File: src/rtl/ch_sim_gain_fifo.sv
// Channel-simulator stage: per-sample left-shift gain with saturation and optional
// LFSR pseudo-noise, buffered in a DEPTH-entry FIFO with real backpressure.
module ch_sim_gain_fifo #(
  parameter int          W          = 16,
  parameter int          DEPTH      = 8,
  parameter int          NOISE_BITS = 4,
  parameter logic [15:0] LFSR_SEED  = 16'hACE1
) (
  input  logic           CLK_I,
  input  logic           RST_I,
  input  logic [2*W-1:0] DAT_I,
  input  logic           CYC_I,
  input  logic           STB_I,
  input  logic           WE_I,
  output logic           ACK_O,
  input  logic [2:0]     GAIN_SH_I,
  input  logic           NOISE_EN_I,
  output logic [2*W-1:0] DAT_O,
  output logic           CYC_O,
  output logic           STB_O,
  output logic           WE_O,
  input  logic           ACK_I
);

  localparam int AW = (DEPTH > 1) ? $clog2(DEPTH) : 1;
  localparam int CW = AW + 1;
  localparam int EW = W + 8;
  localparam logic [CW-1:0] DEPTH_C = CW'(DEPTH);
  localparam logic signed [EW-1:0] MAX_E = {{9{1'b0}}, {(W-1){1'b1}}};
  localparam logic signed [EW-1:0] MIN_E = {{9{1'b1}}, {(W-1){1'b0}}};

  function automatic logic signed [W-1:0] sat(input logic signed [EW-1:0] v);
    if (v > MAX_E)      return {1'b0, {(W-1){1'b1}}};
    else if (v < MIN_E) return {1'b1, {(W-1){1'b0}}};
    else                return v[W-1:0];
  endfunction

  // Shift by at most 7 keeps the product inside W+8 bits, so no wrap before saturation.
  function automatic logic signed [EW-1:0] gain_noise(
    input logic signed [W-1:0]          x,
    input logic [2:0]                   sh,
    input logic signed [NOISE_BITS-1:0] n,
    input logic                         en
  );
    logic signed [EW-1:0] xe;
    logic signed [EW-1:0] ne;
    xe = {{8{x[W-1]}}, x};
    ne = en ? {{(EW-NOISE_BITS){n[NOISE_BITS-1]}}, n} : '0;
    return (xe <<< sh) + ne;
  endfunction

  logic                    accept;
  logic                    pop;
  logic                    vld_p1;
  logic signed [W-1:0]     i_p1;
  logic signed [W-1:0]     q_p1;
  logic [15:0]             lfsr;
  logic [15:0]             lfsr_next;
  logic [CW-1:0]           count;
  logic [CW-1:0]           count_next;
  logic [CW-1:0]           remain;
  logic [AW-1:0]           wr_ptr;
  logic [AW-1:0]           rd_ptr;
  logic [AW-1:0]           head_idx;
  logic [2*W-1:0]          mem [DEPTH];

  // Accepted-but-not-popped samples never exceed DEPTH, so a push always has a slot.
  assign ACK_O  = ({1'b0, count} + {{CW{1'b0}}, vld_p1}) < {1'b0, DEPTH_C};
  assign accept = CYC_I & STB_I & WE_I & ACK_O;
  assign pop    = STB_O & ACK_I;
  assign WE_O   = CYC_O;

  // Galois form of x^16+x^14+x^13+x^11+1, shifting right.
  assign lfsr_next = {1'b0, lfsr[15:1]} ^ (lfsr[0] ? 16'hB400 : 16'h0000);

  always_comb begin
    count_next = count + CW'(vld_p1) - CW'(pop);
    remain     = count - CW'(pop);
    head_idx   = rd_ptr + AW'(pop);
  end

  // Stage 1: gain, noise and saturation
  always_ff @(posedge CLK_I) begin
    if (accept) begin
      i_p1 <= sat(gain_noise(DAT_I[2*W-1:W], GAIN_SH_I,
                             $signed(lfsr[NOISE_BITS-1:0]), NOISE_EN_I));
      q_p1 <= sat(gain_noise(DAT_I[W-1:0], GAIN_SH_I,
                             $signed(lfsr[15:16-NOISE_BITS]), NOISE_EN_I));
    end
  end

  // Stage 2: FIFO storage
  always_ff @(posedge CLK_I) begin
    if (vld_p1) mem[wr_ptr] <= {i_p1, q_p1};
  end

  // Head register only shows entries already stored before this edge, so a fresh push
  // into an empty FIFO becomes visible one edge after it is written.
  always_ff @(posedge CLK_I or posedge RST_I) begin
    if (RST_I) begin
      vld_p1 <= 1'b0;
      lfsr   <= LFSR_SEED;
      count  <= '0;
      wr_ptr <= '0;
      rd_ptr <= '0;
      STB_O  <= 1'b0;
      DAT_O  <= '0;
      CYC_O  <= 1'b0;
    end else begin
      vld_p1 <= accept;
      if (accept) lfsr <= lfsr_next;
      if (vld_p1) wr_ptr <= wr_ptr + AW'(1);
      rd_ptr <= head_idx;
      count  <= count_next;
      STB_O  <= (remain != '0);
      if (remain != '0) DAT_O <= mem[head_idx];
      if (accept)
        CYC_O <= 1'b1;
      else if (!CYC_I && !vld_p1 && (count == '0))
        CYC_O <= 1'b0;
    end
  end

endmodule
File: config.mk
export PLATFORM = sky130hd
export DESIGN_NAME = ch_sim_gain_fifo
export DESIGN_NICKNAME = d
export VERILOG_FILES = /design/src/rtl/ch_sim_gain_fifo.sv
export SDC_FILE = /design/constraint.sdc
export NUM_CORES = 1
export LEC_CHECK = 0
export ABC_CLOCK_PERIOD_IN_PS = 4000
export CORE_ASPECT_RATIO = 0.8
export CORE_MARGIN = 4
export CORE_UTILIZATION = 55
export DETAILED_ROUTE_END_ITERATION = 6
export GPL_ROUTABILITY_DRIVEN = 0
export GPL_TIMING_DRIVEN = 0
export PLACE_DENSITY = 0.77
export SLEW_MARGIN = 25
export SYNTH_ARGS = -nofsm -noshare
export SYNTH_HDL_FRONTEND = slang
export SYNTH_SLANG_ARGS = --single-unit
File: constraint.sdc
create_clock -name CLK_I -period 4 [get_ports CLK_I]
set_clock_uncertainty 0.15 [all_clocks]
set_input_delay 1 -clock CLK_I [delete_from_list [all_inputs] [get_ports CLK_I]]
set_output_delay 1 -clock CLK_I [all_outputs]
set_load 0.005 [all_outputs]
==> results_dict.tcl <==
set metrics [dict create \
    ctsHtreeMaxLevel 2 \
    dpl_cell_area_um2 18630 \
    maxCapViolations 0 \
    yosys_register_bits 349 \
    stdcell_count 1847 \
    start_util 0.5564 \
    synth-seq-area-share 0.6039 \
    design_area_um2 21440 \
    die-area_um2 33550 \
    power.density_nw_per_um2 547.2 \
    finalWorstSetupSlack_ns -0.3938 \
    grt_overflow 0 \
    cp-end-kind "flop" \
    r2r_slack_ns 0.11 \
    status "finished with violations" \
    coreArea_um2 30310 \
    critPathLaunch "GAIN_SH_I[0]" \
    antenna_found_initial 0 \
    final_cell_mix "edfxtp_1 (288), nand2_1 (134), buf_4 (89)" \
    ir_drop_mv 0.3657 \
    syn_nets 1293 \
    p_leak_nw 7.930 \
    place_hpwl_mm 25.78 \
    hold_violations 0 \
    synth-edff-count 288 \
    ant_nets 0 \
    avgSynthCellArea_um2 14.17 \
    grt_pass1_vias 11210 \
    cts_tree "built" \
    violations "negative setup slack" \
    clock-sinks 349 \
    io_buffers 75 \
    cp.required_ns 4.09 \
    finalSetupViolCount 30 \
    clockRootBuffer "clkbuf_16" \
    grt_max_degree 42 \
    critical_path.max_fanout 7 \
    rr_startpoint "lfsr[0]$_DFFE_PP1P_" \
    via_per_inst 6.104 \
    grt_usage 0.2425 \
    grt_pass1_wl_mm 63.42 \
    yosys_warnings 0 \
    drt_wl_total_mm 41.80 \
    period_share 1.098 \
    wl_per_cell_um 22.63 \
    dr.pass1.iters 5 \
    cts_made_buffers 35 \
    min_period_ns 4.394 \
    fill_cells 1897 \
    seqCellArea_um2 10180 \
    synth.distinct_cells 65 \
    nets 1510 \
    ys.flop_type "edfxtp_1" \
    fp.dieH_um 164.6 \
    drc 0 \
    synth_cells 1190 \
    clockBufferDepth 3 \
    hold_path.startpoint "lfsr[7]$_DFFE_PP1P_" \
    via_count 11280 \
    path_class "in2reg" \
    async_reset_ff_frac 0.1748 \
    multi_input_area_um2 7263 \
    diodes 0 \
    rsz0062_at_grt "true" \
    setup-tns-final_ns -10.65 \
    dp.cells 1697 \
    worst_pin_slew_ns 0.9681 \
    area.growth.synth_to_final_pct 27.14 \
    max_freq_mhz 227.6 \
    insertion_delay_ns 0.52 \
    syn_area_um2 16860 \
    maxSlewViolCount 0 \
    rows 57 \
    relSlewSlack 0.3546 \
    ios 78 \
    path_clk_slew_ns 0.06 \
    drt-initial-drc-count 1049 \
    final_common_cell "edfxtp_1" \
    die_width_um 203.8 \
    startpoint_type "input pin" \
    critPathArrivalTime_ns 4.49 \
    power_w 0.01173 \
    hold_path.class "reg2reg" \
    layout-drive-gt1-share 0.3124 \
    hold_ws_ns 0.3024 \
]
## routing by layer
layer  track usage  wire [um]  share of wire  vias up
met5             0          0              0        -
met3       0.02650       2794          0.067      104
li1              -          -              -     5012
met1        0.3346      16840           0.40     5616
met2        0.4200      20900           0.50      543
met4       0.06129       1272          0.030        0
## final timing paths
path / to / depth (start not counted)
worst max-delay path: i_p1[4]$_SDFFCE_PN1P_ / 20
worst min-delay path: lfsr[6]$_DFFE_PP1P_ / 2
worst max register to register: i_p1[4]$_SDFFCE_PN1P_ / 14
worst min register to register: lfsr[6]$_DFFE_PP1P_ / 2
max in group asynchronous: lfsr[13]$_DFFE_PP1P_ / 3
min in group asynchronous: DAT_O[9]$_DFFE_PP0P_ / 2
## sequential cells by signal, summed over array words and instances, names as in the netlist
signal  count
mem       256
wr_ptr      3
STB_O       1
CYC_O       1
vld_p1      1
count       4
i_p1       16
DAT_O      32
rd_ptr      3
q_p1       16
lfsr       16
## metrics by stage
stage | utilization | worst slack (ns)
final | 0.7074 | -0.3938
after global placement | 0.6021 | -1.683
after CTS | 0.6883 | -0.1888
after detailed placement | 0.6147 | -1.727
after global routing | 0.7074 | -0.4762
after floorplan | - | -0.6006
## power breakdown
| part | switching, W | total (W) | internal [W] |
|---|---|---|---|
| Combinational | 0.00208 | 0.00413 | 0.00206 |
| Clock | 0.00131 | 0.00308 | 0.00177 |
| Sequential | 0.000228 | 0.00452 | 0.00429 |
## worst max-delay path, cell delays in order
cell and delay [ns]:
clkbuf_16 0.14, clkbuf_16 0.16, buf_12 0.14, buf_6 0.12, mux2i_4 0.19, a21oi_2 0.21, nand2_2 0.10, o31ai_4 0.11
ha_4 0.26, a21oi_4 0.24, o211ai_1 0.15, a21oi_2 0.23, o31ai_4 0.11, buf_4 0.15, xor2_2 0.15, nor4_2 0.30
nand3_2 0.14, o31ai_4 0.33, buf_6 0.18, o21ai_1 0.07
## synth_stat cells, drive strengths merged (2+ instances only)
| cell | count | share of area |
|---|---|---|
| a2111oi | 2 | 0.0010 |
| a21o | 19 | 0.0085 |
| and3 | 8 | 0.0030 |
| mux4 | 66 | 0.088 |
| and4 | 2 | 0.0010 |
| a211o | 2 | 0.0010 |
| nand4 | 12 | 0.0048 |
| mux2 | 23 | 0.015 |
| nand3 | 18 | 0.0056 |
| ha | 58 | 0.043 |
| xor2 | 27 | 0.014 |
| nor4 | 2 | 0.00074 |
| o21bai | 8 | 0.0038 |
| clkbuf | 40 | 0.0090 |
| a221o | 2 | 0.0012 |
| o31ai | 6 | 0.0038 |
| nor2 | 38 | 0.0085 |
| dfstp | 8 | 0.012 |
| a31oi | 11 | 0.0048 |
| o211ai | 18 | 0.0083 |
| and2 | 12 | 0.0046 |
| o21ai | 110 | 0.035 |
| a211oi | 9 | 0.0046 |
| a21oi | 39 | 0.012 |
| nand2 | 142 | 0.032 |
| buf | 20 | 0.0067 |
| nor3 | 13 | 0.0042 |
| mux2i | 58 | 0.034 |
| fa | 3 | 0.0036 |
| xnor2 | 24 | 0.014 |
| a41oi | 3 | 0.0029 |
| a221oi | 3 | 0.0027 |
| dfrtp | 53 | 0.079 |
| o22ai | 4 | 0.0015 |
| inv | 26 | 0.0058 |
| nand2b | 3 | 0.0011 |
| edfxtp | 288 | 0.51 |
## logic make-up (layout without fill, tap and decap cells)
logic type / Yosys count / after routing / synth area share
simple gates: 255 / 255 / 0.06729
xor+xnor: 51 / 51 / 0.02782
fa+ha+maj: 61 / 61 / 0.04659
buf+inv: 86 / 330 / 0.02144
compound gates: 241 / 241 / 0.09504
flops: 349 / 349 / 0.6039
mux: 147 / 147 / 0.1379
## repair_timing
item	in CTS	in global routing
gates cloned	5	0
buffers inserted	61	23
endpoints found under the setup margin	59	58
gates resized for setup	176	89
hold buffers	0	0
pin swaps	48	55
## final cells by class
type	instances	share of cell area
tap	413	0.02410
multi-input combinational	755	0.3387
sequential	349	0.4750
clock inverter	15	0.005310
inverter	26	0.004668
clock buffer	49	0.04522
buffer	57	0.02200
timing repair buffer	183	0.08496
No activity file was read; power rests on OpenSTA's default activity.
